`src/rtl/pipe_stage_pkg.sv`:
```
// pipe_stage_pkg: shared state encoding and default widths for pipeline register stages
package pipe_stage_pkg;
  typedef enum logic [1:0] {
    EMPTY = 2'd0,
    ONE   = 2'd1,
    TWO   = 2'd2
  } stage_state_e;
  localparam int DEF_DATA_W = 138;
  localparam int DEF_CNT_W  = 16;
endpackage

```
`src/rtl/pipe_skid_stage_sat_counter.sv`:
```
// sat_counter: saturating up-counter with clear, clear beats increment
module sat_counter #(
  parameter int W = 16
) (
  input  logic         i_clk,
  input  logic         i_rst,
  input  logic         i_inc,
  input  logic         i_clr,
  output logic [W-1:0] o_cnt
);
  localparam logic [W-1:0] ONE_C = W'(1);
  // count up on each increment request, stick at all-ones
  always_ff @(posedge i_clk)
    o_cnt <= (i_rst || i_clr) ? '0 : (i_inc && !(&o_cnt)) ? o_cnt + ONE_C : o_cnt;
endmodule

```
`src/rtl/pipe_skid_stage.sv`:
```
// pipe_skid_stage: two-entry skid buffer pipeline register with flush and stall counter
module pipe_skid_stage
  import pipe_stage_pkg::*;
#(
  parameter int                DATA_W    = DEF_DATA_W,
  parameter logic [DATA_W-1:0] RESET_VAL = '0,
  parameter int                CNT_W     = DEF_CNT_W
) (
  input  logic              CLK,
  input  logic              RESET,
  input  logic              IN_VALID,
  input  logic [DATA_W-1:0] IN_DATA,
  output logic              IN_READY,
  output logic              OUT_VALID,
  output logic [DATA_W-1:0] OUT_DATA,
  input  logic              OUT_READY,
  input  logic              FLUSH,
  input  logic              CNT_CLR,
  output logic [CNT_W-1:0]  STALL_CNT
);
  stage_state_e      r_state, w_state_nxt;
  logic [DATA_W-1:0] r_main, r_skid, w_main_d;
  logic              r_in_ready;
  logic              w_acc_in, w_acc_out, w_ld_main, w_ld_skid, w_sel_skid, w_stall;

  assign IN_READY   = r_in_ready & ~RESET;
  assign OUT_VALID  = r_state != EMPTY;
  assign OUT_DATA   = r_main;
  assign w_acc_in   = IN_VALID & IN_READY;
  assign w_acc_out  = OUT_VALID & OUT_READY;
  assign w_main_d   = w_sel_skid ? r_skid : IN_DATA;
  assign w_stall    = OUT_VALID & ~OUT_READY;

  // next occupancy and which register loads; flush empties without touching data
  always_comb begin
    w_state_nxt = r_state;
    w_ld_main   = 1'b0;
    w_ld_skid   = 1'b0;
    w_sel_skid  = 1'b0;
    if (FLUSH) begin
      w_state_nxt = EMPTY;
    end else begin
      case (r_state)
        EMPTY: if (w_acc_in) begin
          w_state_nxt = ONE;
          w_ld_main   = 1'b1;
        end
        ONE: if (w_acc_in && w_acc_out) begin
          w_ld_main = 1'b1;
        end else if (w_acc_in) begin
          w_ld_skid   = 1'b1;
          w_state_nxt = TWO;
        end else if (w_acc_out) begin
          w_state_nxt = EMPTY;
        end
        TWO: if (w_acc_out) begin
          w_ld_main   = 1'b1;
          w_sel_skid  = 1'b1;
          w_state_nxt = ONE;
        end
        default: w_state_nxt = EMPTY;
      endcase
    end
  end

  // occupancy, registered ready and the main entry
  always_ff @(posedge CLK) begin
    if (RESET) begin
      r_state    <= EMPTY;
      r_in_ready <= 1'b1;
      r_main     <= RESET_VAL;
    end else begin
      r_state    <= w_state_nxt;
      r_in_ready <= w_state_nxt != TWO;
      if (w_ld_main) r_main <= w_main_d;
    end
  end

  // skid entry needs no reset: its validity is carried by the state
  always_ff @(posedge CLK)
    if (w_ld_skid) r_skid <= IN_DATA;

  sat_counter #(.W(CNT_W)) u_stall_cnt (
    .i_clk(CLK),
    .i_rst(RESET),
    .i_inc(w_stall),
    .i_clr(CNT_CLR),
    .o_cnt(STALL_CNT)
  );
endmodule

```
`config.mk`:
```
export PLATFORM = sky130hd
export DESIGN_NAME = pipe_skid_stage
export DESIGN_NICKNAME = d
export VERILOG_FILES = /design/src/rtl/pipe_stage_pkg.sv /design/src/rtl/pipe_skid_stage_sat_counter.sv /design/src/rtl/pipe_skid_stage.sv
export SDC_FILE = /design/constraint.sdc
export NUM_CORES = 1
export LEC_CHECK = 0
export ABC_AREA = 1
export BUFFER_PORTS_ARGS = -buffer_cell sky130_fd_sc_hd__clkbuf_2
export CORE_MARGIN = 2
export CORE_UTILIZATION = 35
export DETAILED_ROUTE_END_ITERATION = 8
export PLACE_DENSITY_LB_ADDON = 0.05
export SYNTH_ARGS = -nofsm -noshare
export SYNTH_HDL_FRONTEND = slang
export SYNTH_SLANG_ARGS = --single-unit
```
`constraint.sdc`:
```
create_clock -name CLK -period 21.1 [get_ports CLK]
set_input_delay 4.22 -clock CLK [delete_from_list [all_inputs] [get_ports CLK]]
set_output_delay 4.22 -clock CLK [all_outputs]
set_load 0.05 [all_outputs]
```
* After elaboration in Yosys (flattened, before gate mapping)
Index checks and enable logic that the tools add are counted.
** Storage, ports and cells
- Register bits :: 295
- Output and inout port bits :: 156
- Logic and storage cells :: 40
- Input bits :: 144
** Cells by class
- Multiplexer cells :: 18
- $add $sub $neg :: 1
- Bitwise logic cells :: 6
- Eq/ne operators :: 3
- Reduce and logical (&&, ||, !) cells :: 7
** Operators with widths (number)
- $mux W138 :: 1
- $add A16 B1 Y16 const B :: 1
- $reduce_and A16 Y1 :: 1
- $mux W2 :: 6
- $mux W1 :: 9
- $pmux W2 S3 :: 1
- $and A1 B1 Y1 :: 4
- $pmux W1 S3 :: 1
- $eq A2 B1 Y1 const B :: 1
- $eq A2 B2 Y1 const B :: 1
- $logic_and A1 B1 Y1 :: 2
- $logic_not A2 Y1 :: 1
- $ne A2 B2 Y1 const B :: 1
- $not A1 Y1 :: 2
- $reduce_bool A2 Y1 :: 1
- $logic_not A1 Y1 :: 1
- $logic_or A1 B1 Y1 :: 1

* Depth between registers and ports, before layout
- Depth after elaboration :: 8
- Mapped depth :: 10

* Modules after synthesis
From an unflattened synthesis, not the netlist that was laid out.
** Unflattened totals
- Cells, all modules :: 1643
- Area total of the unflattened synthesis :: 12782.3 um2
** By module, submodules not included
- pipe_skid_stage :: seq. area each 6966.7 um2, cells an instance 1499, area each 11823.8 um2, times used 1
- sat_counter :: seq. area each 320.3 um2, cells an instance 144, area each 958.4 um2, times used 1

* Least setup slack after synthesis
No wires, ideal clock.
- Path kind :: input-to-reg
- Start point :: input port RESET
- End point :: register r_skid[0] (enable)
- Data arrival time :: 10.534 ns
- Setup slack :: 9.928 ns
- Library setup time :: 0.637 ns
- Stages on the path :: 4
- Cells stage by stage :: buf_6 nor2_4 nand3_1 nor2_1
** On the way
- Cells in the longest elaborated chain, start to end :: 7
** RTL lines
- from (decl) :: line pipe_skid_stage.sv:10 : input logic RESET,
- $not A1 Y1 (*) :: line pipe_skid_stage.sv:26 : assign IN_READY = r_in_ready & ~RESET;
- $and A1 B1 Y1 (*) :: line pipe_skid_stage.sv:26
- named net IN_READY :: line pipe_skid_stage.sv:13 : output logic IN_READY,
- $and A1 B1 Y1 (*) :: line pipe_skid_stage.sv:29 : assign w_acc_in = IN_VALID & IN_READY;
- $mux W1 / $logic_and A1 B1 Y1 (equally long branches) :: line pipe_skid_stage.sv:50, pipe_skid_stage.sv:48
- $mux W1 (*) :: line pipe_skid_stage.sv:48 : ONE: if (w_acc_in && w_acc_out) begin
- $mux W1 (*) :: line pipe_skid_stage.sv:43 : case (r_state)
- $mux W1 (*) :: line pipe_skid_stage.sv:40 : if (FLUSH) begin
- named net w_ld_skid :: line pipe_skid_stage.sv:24 : logic w_acc_in, w_acc_out, w_ld_main, w_ld_skid, w_sel_skid, w_stall;
- to (signal assigned) :: line pipe_skid_stage.sv:81 : if (w_ld_skid) r_skid <= IN_DATA;
- to (decl) :: line pipe_skid_stage.sv:22 : logic [DATA_W-1:0] r_main, r_skid, w_main_d;
The timed path passes the listed nets; every way through them passes the cells marked *.
A chain may end at the register's enable or synchronous reset.

* Worst setup path in the final report
- Start point :: input port RESET
- End point :: output port IN_READY
** On the way
- Cells in the longest elaborated chain, start to end :: 2
** RTL lines (line)
- $not A1 Y1 :: pipe_skid_stage.sv:26
- $and A1 B1 Y1 :: pipe_skid_stage.sv:26
- to (decl) :: pipe_skid_stage.sv:13
Every way passes these cells.

==> results.txt <==
----------------------------------------------------
[Timing]
  Final critical delay including setup and external delays ... 9.31 ns
  Max frequency ... 0.107 GHz
  Slew at the pin closest to its max-slew limit ... 1.06 ns
  Largest clock skew in the final design ... 0.00911 ns
  Slew HR ... 29.6%
  RSZ-0062 raised after global routing ... false
  Final Worst Setup Slack ... 11.79 ns
  Slew Limit Fails ... 0
  Final count of hold timing violations ... 0
  Final setup violating endpoints ... 0
  Period Utilization, post-route ... 44.1%
  Total negative setup slack ... 0 ns

[Clock network]
  H-tree Lvls ... 2
  CTS tree ... built
  Number of buffers added to fix hold violations after cts ... 0
  # clock sinks ... 295
  Clk Latency, worst-skew pair ... 0.51 ns
  Quantity of gates resized following cts ... 0
  Setup Buffers After CTS ... 0
  CTS Root Buffer Type ... sky130_fd_sc_hd__clkbuf_16
  Total CTS buffers ... 36
  Post-CTS clock slew at the launch and capture registers of the worst setup and hold paths ... 0.06 ns
  Clock buffer depth ... 3

[Routing]
  Antenna-violating nets left ... 0
  Starting DRC count in detailed routing ... 515
  Wirelength, routed ... 35400 µm
  Vias after detailed routing ... 9921
  Via density per instance ... 4.70
  Routed length per placed instance ... 16.8 µm
  # DRC ... 0
  DR pass1 iterations ... 5

[Synthesis]
  Post-synth cell types ... 24
  Dominant synthesized flop cell ... sky130_fd_sc_hd__dfxtp_1
  Proportion of synthesized chip area in sequential cells ... 59.9%
  Synth Area per Inst ... 8.89 µm²
  Warning count from the yosys run ... 0
  Proportion of synthesized area in mux cells ... 0%
  Post-synth EDFFs ... 138
  Synth Area in Compound Gates ... 7.26%
  Cells after Synth ... 1369
  Cell taking the most area after synthesis ... sky130_fd_sc_hd__edfxtp_1
  Synthesized-area fraction occupied by and/or/nand/nor cells ... 27.3%
  Largest cells by area after synthesis ... sky130_fd_sc_hd__edfxtp_1, sky130_fd_sc_hd__dfxtp_1, sky130_fd_sc_hd__nand2_1
  Mapped Nets ... 1514
  Cell area after technology mapping ... 0.0122 mm²
  Number of register bits inferred by synthesis ... 295
  Cell with the most instances after synthesis ... sky130_fd_sc_hd__nand2_1
  Portion of synthesized cell area occupied by the leading cell type ... 34.1%
  Xor and xnor area share after synthesis ... 0.432%
  Synth top cells by count ... sky130_fd_sc_hd__nand2_1, sky130_fd_sc_hd__nand3_1, sky130_fd_sc_hd__dfxtp_1, sky130_fd_sc_hd__edfxtp_1, sky130_fd_sc_hd__a21oi_1
  Async S/R FF share, synth ... 0%
  Main combinational cell family by area after synthesis ... simple AND/OR/NAND/NOR gates
  Adder-cell share of the synthesized area ... 0.103%

[GRT]
  Via count of the first global-routing pass ... 9538
  Residual overflow from global routing ... 0
  Maximum number of pins on one net before global-route repair ... 86
  Wire length of the first global-routing pass ... 54700 µm
  Number of antenna violations at the first check in global routing ... 4
  Overall global routing resource usage ... 19.1%

[Cells and area]
  Share of post-route cells with drive strength above 1 ... 26.1%
  Area grow syn2layout ... 23.1%
  Number of filler cells placed in the layout ... 3523
  Nets ... 1769
  Utilization after layout ... 43.6%

[Pwr]
  Sw frac ... 24.1%
  Clock share of power ... 45.4%
  Leak pwr ... 0.00623 µW
  Power Internal ... 1000 µW
  Logic pwr share ... 8.2%
  Power per unit of standard cell area ... 88.1 mW/mm²
  Net switching component of the power ... 319 µW
  Sequential group share of total power ... 46.5%
  VDD IR-drop max ... 0.0565 mV

[Min path]
  Worst hold path class ... reg2reg
  Launch point of the worst hold path ... OUT_DATA[39]
  Worst min-delay path endpoint ... OUT_DATA[39]
  Number of cells on the worst hold path ... 2

[Floorplanning]
  Die footprint ... 0.0363 mm²
  Die W ... 190 µm
  I/O Pins ... 300
  Std cell rows ... 68
  Effective utilization at floorplan ... 35.4%
  Height of the die ... 190 µm
  Placeable core region ... 0.0344 mm²

[Setup path]
  Critical path fanouts, max ... 72
  Type of the setup path with the least slack ... in2out
  Worst reg2reg path endpoint ... r_skid[129]
  Endpoint type of the worst setup path ... output pin
  Length in cells of the worst reg-to-reg path ... 6
  R2R Setup Slk ... 17.88 ns
  Reg2Reg Launch Point ... r_state[0]
  Type of element launching the critical path ... input pin
  Worst Path Arrival ... 5.09 ns
  CP required ... 16.88 ns

[Flow run]
  Max-cap violations ... 0

[Placed design]
  Final weighted congestion in routability-driven placement ... 0.777
  Count of buffers from port buffering ... 299
  Setup slack after placement ... 11.74 ns
  Placed wire-length estimate ... 21000 µm

[Outcome]
  Outcome ... finished, final reports clean

----------------------------------------------------
[registers in the layout, summed over array words and instances (netlist names)]
signal	flops
r_skid	138
r_in_ready	1
OUT_DATA	138
u_stall_cnt.o_cnt	16
r_state	2
[worst max path at each step]
stage / slack, ns / cells after the start / from / end
after CTS: 11.74 / 3 / RESET / IN_READY
final: 11.79 / 3 / RESET / IN_READY
after global placement: 11.74 / 3 / RESET / IN_READY
after floorplan: 9.93 / 4 / RESET / r_skid[0]
after global routing: 11.71 / 3 / RESET / IN_READY
after detailed placement: 11.74 / 3 / RESET / IN_READY
[cells by family (layout without fill, tap and decap cells)]
kind of cell               count (synthesis)  in the layout
AOI/OAI and AO/OA                        154            154
xor gates and xnor gates                   6              6
adders and majority gates                  1              1
buffers and inverters                    112            393
DFF                                      295            295
other                                      0              5
and+or+nand+nor                          801            801
[power groups by stage]
stage	Clock [µW]	Sequential, µW	Combinational (µW)
2_1_floorplan	0	657	41.8
3_3_place_gp	0	626	108
3_5_place_dp	0	626	109
4_1_cts	618	613	110
5_1_grt	639	614	118
6_report	599	614	108
[placed cells by master (no fill, tap or decap), types with 2 or more instances in the layout]
master / instances
sky130_fd_sc_hd__nand2_1: 568
sky130_fd_sc_hd__clkbuf_2: 298
sky130_fd_sc_hd__nand3_1: 159
sky130_fd_sc_hd__dfxtp_1: 157
sky130_fd_sc_hd__edfxtp_1: 138
sky130_fd_sc_hd__a21oi_1: 123
sky130_fd_sc_hd__clkbuf_16: 37
sky130_fd_sc_hd__nand2_2: 32
sky130_fd_sc_hd__a21oi_2: 30
sky130_fd_sc_hd__nor2_1: 25
sky130_fd_sc_hd__inv_1: 16
sky130_fd_sc_hd__clkbuf_1: 14
sky130_fd_sc_hd__buf_4: 12
sky130_fd_sc_hd__nand4_1: 7
sky130_fd_sc_hd__diode_2: 5
sky130_fd_sc_hd__clkbuf_8: 5
sky130_fd_sc_hd__nor2_4: 4
sky130_fd_sc_hd__xor2_1: 4
sky130_fd_sc_hd__nor3_1: 3
sky130_fd_sc_hd__clkinv_2: 3
sky130_fd_sc_hd__xnor2_1: 2
sky130_fd_sc_hd__bufinv_16: 2
sky130_fd_sc_hd__clkinv_1: 2
[stage by stage]
stage	cell area (µm²)	cells	hold WS (ns)	total power, µW
6_report	15000	2110	0.463	1320
5_1_grt	15000	2107	0.480	1370
4_1_cts	15000	2105	0.465	1340
3_5_place_dp	13800	2041	0.456	735
3_3_place_gp	13800	2041	0.453	734
2_1_floorplan	12200	1369	0.581	698
[layer usage]
metal | GRT usage (%) | part of all wire, % | vias to the layer above
li1 | - | - | 5045
met1 | 25.9 | 45 | 4547
met2 | 29.6 | 45 | 274
met3 | 5.10 | 7.3 | 53
met4 | 6.23 | 2.6 | 2
met5 | 0 | 0.028 | -
[critical path: stages]
cell and delay (ns):
sky130_fd_sc_hd__buf_6 0.51, sky130_fd_sc_hd__nor2_4 0.08, sky130_fd_sc_hd__clkbuf_2 0.26
[layout make-up]
cell class	count	area, µm²	share of cell area (%)
Sequential cell	295	7290	48.6
Multi-Input combinational cell	962	4310	28.8
Timing Repair Buffer	311	1590	10.6
Clock buffer	56	1050	6.99
Tap cell	455	569	3.80
Clock inverter	8	90.1	0.601
Inverter	18	72.6	0.484
Antenna cell	5	12.5	0.0835
Note: power is estimated with default switching activity, not from simulation.
